File: src/rtl/add_sub_32_result_fifo.sv
// Result-capture FIFO downstream of add_sub_32: derives {Z,N,C,V} for each valid sum,
// buffers sum+flags for a valid/ready consumer, and counts results lost while full.
module add_sub_32_result_fifo #(
    parameter int DEPTH = 4,
    parameter int CNT_W = 8
) (
    input  logic                     clk,
    input  logic                     rst_n,
    input  logic                     in_valid,
    input  logic [31:0]              S,
    input  logic                     Co,
    input  logic                     a_msb,
    input  logic                     b_msb,
    input  logic                     subtract,
    output logic                     in_ready,
    output logic                     out_valid,
    output logic [31:0]              out_sum,
    output logic [3:0]               out_flags,
    input  logic                     out_ready,
    output logic [$clog2(DEPTH):0]   count,
    output logic [CNT_W-1:0]         drop_cnt
);

    localparam int AW = $clog2(DEPTH);
    localparam int CW = AW + 1;
    localparam logic [CW-1:0] FULL_CNT = CW'(DEPTH);

    // Overflow rule differs for subtract: operands of unlike sign can overflow there.
    function automatic logic [3:0] calc_flags(
        input logic [31:0] s,
        input logic        co,
        input logic        a,
        input logic        b,
        input logic        sub
    );
        logic v;
        v = sub ? ((a != b) && (s[31] != a)) : ((a == b) && (s[31] != a));
        return {(s == 32'd0), s[31], co, v};
    endfunction

    logic [35:0]   mem_r [DEPTH];
    logic [AW-1:0] wr_ptr_r;
    logic [AW-1:0] rd_ptr_r;
    logic [3:0]    flags_s;
    logic          push_s;
    logic          pop_s;
    logic          drop_s;

    assign flags_s   = calc_flags(S, Co, a_msb, b_msb, subtract);
    assign in_ready  = (count != FULL_CNT);
    assign out_valid = (count != {CW{1'b0}});
    assign push_s    = in_valid && in_ready;
    assign pop_s     = out_valid && out_ready;
    assign drop_s    = in_valid && !in_ready;
    assign {out_flags, out_sum} = mem_r[rd_ptr_r];

    // Storage array; deliberately not reset.
    always_ff @(posedge clk) begin
        if (push_s) begin
            mem_r[wr_ptr_r] <= {flags_s, S};
        end
    end

    // Pointers and occupancy.
    always_ff @(posedge clk or negedge rst_n) begin
        if (!rst_n) begin
            wr_ptr_r <= {AW{1'b0}};
            rd_ptr_r <= {AW{1'b0}};
            count    <= {CW{1'b0}};
        end else begin
            if (push_s) begin
                wr_ptr_r <= wr_ptr_r + AW'(1);
            end
            if (pop_s) begin
                rd_ptr_r <= rd_ptr_r + AW'(1);
            end
            case ({push_s, pop_s})
                2'b10:   count <= count + CW'(1);
                2'b01:   count <= count - CW'(1);
                default: count <= count;
            endcase
        end
    end

    // Saturating drop counter; only reset clears it.
    always_ff @(posedge clk or negedge rst_n) begin
        if (!rst_n) begin
            drop_cnt <= {CNT_W{1'b0}};
        end else if (drop_s && (drop_cnt != {CNT_W{1'b1}})) begin
            drop_cnt <= drop_cnt + CNT_W'(1);
        end
    end

endmodule

File: config.mk
export PLATFORM = sky130hd
export DESIGN_NAME = add_sub_32_result_fifo
export DESIGN_NICKNAME = d
export VERILOG_FILES = /design/src/rtl/add_sub_32_result_fifo.sv
export SDC_FILE = /design/constraint.sdc
export NUM_CORES = 1
export LEC_CHECK = 0
export CAP_MARGIN = 20
export CORE_MARGIN = 1
export CORE_UTILIZATION = 38
export CTS_BUF_LIST = sky130_fd_sc_hd__clkbuf_4 sky130_fd_sc_hd__clkbuf_8 sky130_fd_sc_hd__clkbuf_16
export DETAILED_ROUTE_END_ITERATION = 6
export DONT_BUFFER_PORTS = 1
export PLACE_DENSITY = 0.61
export SYNTH_ARGS = -nofsm -noshare
export SYNTH_HDL_FRONTEND = slang
export SYNTH_SLANG_ARGS = --single-unit
export TNS_END_PERCENT = 5
File: constraint.sdc
create_clock -name clk -period 2.1 [get_ports clk]
set_clock_uncertainty 0.1 [all_clocks]
set_input_delay 0.42 -clock clk [delete_from_list [all_inputs] [get_ports clk]]
set_output_delay 0.42 -clock clk [all_outputs]
set_load 0.03 [all_outputs]
# After elaboration in Yosys (flattened, before gate mapping)
# Memories as Yosys holds them, arrays and structs flattened.
# Index checks and enable logic that the tools add are counted.
[totals]
out_inout_bits = 49
mem_count = 1
in_bits = 40
ram_bits = 144
word_cells = 31
register_bits = 15
[mem_list]
columns = ["name", "words", "width", "read_ports", "rd_clocked_by_memory_dff", "wr", "line_no", "rtl"]
rows = [
  ["mem_r", 4, 36, 1, 0, 1, "41", "logic [35:0] mem_r [DEPTH];"],
]
[op_classes]
muxes = 4
addsub = 5
eq_ne = 7
n_reduce_logical = 10
[op_table]
columns = ["cell", "count"]
rows = [
  ["$logic_not A32 Y1", 1],
  ["$add A8 B1 Y8 const B", 1],
  ["$ne A8 B8 Y1 const B", 1],
  ["$logic_and A1 B1 Y1", 6],
  ["$pmux W3 S2", 1],
  ["$add A2 B1 Y2 const B", 2],
  ["$add A3 B1 Y3 const B", 1],
  ["$mux W1", 3],
  ["$ne A3 B3 Y1 const B", 1],
  ["$reduce_bool A3 Y1", 1],
  ["$sub A3 B1 Y3 const B", 1],
  ["$eq A2 B1 Y1 const B", 1],
  ["$eq A2 B2 Y1 const B", 1],
  ["$ne A1 B1 Y1", 2],
  ["$reduce_bool A2 Y1", 1],
  ["$eq A1 B1 Y1", 1],
  ["$logic_not A1 Y1", 1],
]

# Depth between registers and ports, before layout
[logic_depth]
word_depth = 4
depth_mapped = 9
depth_no_buf = 9

# Worst setup path before layout
# Ideal clock, no wire load.
[synth_timing]
path_type = "flip-flop to flip-flop"
from = "reg count[2]"
to = "reg count[2]"
period_less_slack_ns = 2.433
t_arrival_ns = 2.252
stages_incl_launch_ff = 10
slack_ns = -0.333
setup_ns = 0.081
cell_sequence = "dfrtp_1 > or3b_4 > and2_4 > inv_1 > ha_1 > inv_1 > fa_1 > xor2_1 > nor2_1 > xor2_1"
[synth_via]
elab_chain_cells = 4
elab_cells_between_ends = 10
cone_classes = "add/sub (2); eq/ne (3); mux (1); reduce/logical (4)"
[synth_lines]
columns = ["element", "line_no", "rtl"]
rows = [
  ["start: declaration", "20", "output logic [$clog2(DEPTH):0] count,"],
  ["start signal: assignment", "69", "count <= {CW{1'b0}};"],
  ["start signal: assignment", "78", "2'b10: count <= count + CW'(1);"],
  ["start signal: assignment", "79", "2'b01: count <= count - CW'(1);"],
  ["$ne A3 B3 Y1 *", "50", "assign in_ready = (count != FULL_CNT);"],
  ["net in_ready", "15", "output logic in_ready,"],
  ["$logic_and A1 B1 Y1 *", "52", "assign push_s = in_valid && in_ready;"],
  ["$eq A2 B1 Y1 or $eq A2 B2 Y1 (tied branches)", "77", "case ({push_s, pop_s})"],
  ["$pmux W3 S2 or $reduce_bool A2 Y1 (tied branches)", "n/a", ""],
]
# Mark *: on every way through the listed nets, which the timed path passes. The rest lies on a longest branch.
# A chain may end at the register's enable or synchronous reset.

# Worst setup path in the final report
[layout_timing]
from = "reg rd_ptr_r[0]"
to = "out out_sum[15]"
[layout_via]
elab_chain_cells = 1
[layout_lines]
columns = ["element", "line_no", "rtl"]
rows = [
  ["start: declaration", "43", "logic [AW-1:0] rd_ptr_r;"],
  ["start signal: assignment", "68", "rd_ptr_r <= {AW{1'b0}};"],
  ["start signal: assignment", "75", "rd_ptr_r <= rd_ptr_r + AW'(1);"],
  ["$mem_v2 Z4 W36", "n/a", ""],
  ["end: declaration", "17", "output logic [31:0] out_sum,"],
]
# Every way passes these cells.

==> metrics.csv <==
stage,metric,value,unit
outcome,status,"complete, but fails checks",
outcome,failing checks,negative setup slack,
timing,final hold vios,0,
layout,number of inserted diodes,0,
timing,Final WS setup,-0.142,ns
worst_setup_path,Reg2Reg Depth,9,
global_route,GR Util met2,25.5,%
worst_setup_path,WP depth,3,
synth,#FFs+latches synth,155,
die,Die H,127,microns
synth,largest cells by area after synthesis,"edfxtp_1 (71%), mux4_2 (13%), dfrtp_1 (6.3%)",
hold_path,Hold Crit Class,input port to flip-flop,
clocking,clock root buffer,clkbuf_16,
worst_setup_path,Max stage delay on crit path,0.61,ns
worst_setup_path,crit path to,out_sum[15],
clocking,CTS Buffer Depth,2,
die,I/O pins,89,
layout,fraction of layout cells with a size suffix above 1,31.4,%
worst_setup_path,crit path buf inv count,2,
timing,Final Setup Violations,37,
worst_setup_path,Critical Path Start,rd_ptr_r[0]$_DFFE_PN0P_,
detailed_routing,router iterations before antenna repair,4,
power,P_leak,2.50,nW
clocking,clk_lat worst skew,0.42,ns
worst_setup_path,Startpoint Class,flip-flop,
global_route,Global Route Usage Sum,15.7,%
worst_setup_path,FF-to-FF End,count[2]$_DFFE_PN0P_,
worst_setup_path,R2R setup slack,0,ns
detailed_routing,Vias per Instance,5.12,
synth,Synth cell types,32,
synth,Cells after Synth,268,
worst_setup_path,WS Path Type,flip-flop to output pin,
timing,fin crit share,107,%
synth,register area share after synthesis,76.8,%
layout,Final Instance Area,7420,sq um
run,maxcap violations,0,
clocking,Max H-tree Level,4,
die,die width,127,microns
timing,slew margin rel.,51.3,%
timing,RSZ-0062 raised after global routing,yes,
global_route,global-route wire length before repair,18000,microns
worst_setup_path,Crit path required time,1.58,ns
synth,Synth area leader,edfxtp_1,
worst_setup_path,CP cell instances,buf_12 -> clkbuf_16 -> mux4_2,
synth,Syn Area/Cell,22.2,sq um
synth,Post-synth EDFFs,140,
global_route,number of global-route vias before repair,3177,
layout,final net count,389,
synth,Async SR Flop Fraction,9.68,%
detailed_routing,DR vias,2887,
worst_setup_path,CP top delay family,multiplexers,
timing,setup_tns,-4.37,ns
timing,fmax,0.446,GHz
global_route,met1 usage,19.0,%
synth,post-synth top area share,70.5,%
global_route,busiest layer in global routing,met2,
die,Rows,45,
power,PwrDens,1480,nW/um^2
worst_setup_path,CP Max Fanout,6,
detailed_routing,Initial DRC Count,186,
clocking,clk slew on worst S/H paths,0.06,ns
global_route,largest net degree at the start of global routing,36,
worst_setup_path,r2r startpoint,count[1]$_DFFE_PN0P_,
clocking,cts bufs inserted,17,
power,"IR drop worst, VDD",0.687,mV
synth,netlist area before placement,5960,sq um
die,die area,16200,sq um
detailed_routing,DR WL/cell,20.7,microns
detailed_routing,final WL,11700,microns
worst_setup_path,CP Capture Type,output pin,
worst_setup_path,Critical Path AT,1.72,ns
timing,Final min period,2.24,ns
placed_design,number of port buffers,0,
placed_design,routability cong.,0.688,
layout,area grow syn2layout,24.5,%
die,CORE AREA,15300,sq um
layout,"commonest cells after routing, fill and taps aside","edfxtp_1 (140), mux4_2 (35), dlygate4sd3_1 (34)",
worst_setup_path,Worst path slowest cell,mux4_2,
die,initial core utilization,39.1,%
detailed_routing,ANT nets after route,0,
timing,worst slew pin tran,0.728,ns
synth,"Primary FF master, synth",edfxtp_1,
placed_design,Placed Instance Area,6450,sq um
global_route,total grt overflow,0,
synth,Synth Net Count,315,
timing,fin. max-slew vios,0,
timing,Worst Hold Margin,0.230,ns
synth,yosys warns,0,
layout,"most common cell after layout, fill and taps aside",edfxtp_1,
clocking,CTS tree,yes,
clocking,CTS sink cnt,155,
detailed_routing,DRC viols,0,
global_route,met3 Use GR,5.07,%
global_route,initial antenna violation count,0,
placed_design,HPWL after detailed placement,6850,microns
==> flip-flops by register name, indices dropped and copies added, names as in the netlist <==
name,count
wr_ptr_r,2
drop_cnt,8
count,3
rd_ptr_r,2
mem_r,140
==> metal layers <==
| metal | wire, microns | share of wire (%) |
|---|---|---|
| met1 | 4900 | 42 |
| met2 | 5840 | 50 |
| met3 | 750 | 6.4 |
| met4 | 193 | 1.7 |
| met5 | 0 | 0 |
==> synth_stat cells (all sizes together) (2+ instances only) <==
cell and n:
edfxtp 140, o21ai 2, nand2b 2, and3 5, nor2 2, ha 6
xor2 4, o211ai 2, o2111ai 2, xnor2 9, inv 6, mux4 35
nor4 8, dfrtp 15, buf 9, nand4 5, mux2 3, and2 3
==> metrics by stage <==
stage	total power, mW	utilization (%)	instances	worst slack [ns]
final	11.0	48.6	564	-0.142
after global routing	11.5	48.6	564	-0.190
after CTS	11.0	48.4	563	-0.180
after detailed placement	8.05	42.3	495	-0.0216
after global placement	7.99	42.3	495	0.0256
after floorplan	7.17	-	268	-0.189
==> how the worst min path moves through the flow <==
stage	startpoint	endpoint	slack, ns	depth (start not counted)
final	in_valid	mem_r[2][32]$_DFFE_PP_	0.23	1
after global routing	in_valid	mem_r[2][32]$_DFFE_PP_	0.22	1
after global placement	rst_n	drop_cnt[6]$_DFFE_PN0P_	0.02	0
after detailed placement	rst_n	drop_cnt[7]$_DFFE_PN0P_	0.02	0
after floorplan	rst_n	count[0]$_DFFE_PN0P_	0.02	0
after CTS	in_valid	mem_r[2][32]$_DFFE_PP_	0.21	1
==> timing repair <==
| action | 4_1_cts | 5_1_grt |
|---|---|---|
| gates resized for setup | 5 | 2 |
| gates cloned | 1 | 1 |
| pin swaps | 2 | 0 |
| hold buffers | 34 | 0 |
| endpoints found under the setup margin | 37 | 37 |
| hold endpoints to repair | 147 | 0 |
| setup buffers | 4 | 0 |
==> final cells by class <==
class,count,area [sq um]
Timing Repair Buffer,64,697
Fill cell,1263,7840
Clock inverter,11,81.3
Sequential cell,155,4590
Multi-Input combinational cell,98,1330
Tap cell,211,264
Clock buffer,19,440
Inverter,6,25.0
==> worst reg2reg max path, cell delays in order, from the launching register on <==
cell,delay (ns)
dfrtp_2,0.40
or3b_4,0.39
and2_4,0.16
inv_4,0.05
ha_4,0.13
inv_2,0.04
fa_2,0.34
xor2_1,0.15
nor2_1,0.07
xor2_1,0.15
==> cell families after synthesis <==
group | count (synthesis) | share of synthesized area (%)
AO/OA/AOI/OAI | 7 | 0.861
XOR/XNOR | 13 | 1.91
flip-flops | 155 | 76.8
buffers and inverters | 15 | 1.26
multiplexers | 39 | 14.0
adder cells (fa/ha/maj) | 7 | 1.60
AND/OR/NAND/NOR | 32 | 3.51
==> where the power goes <==
part | switching, mW | internal (mW) | total, mW
Clock | 1.11 | 1.61 | 2.72
Sequential | 0.213 | 4.08 | 4.30
Combinational | 2.43 | 1.52 | 3.95
Total | 3.75 | 7.22 | 11.0
Power figures use the tool's default switching activity.
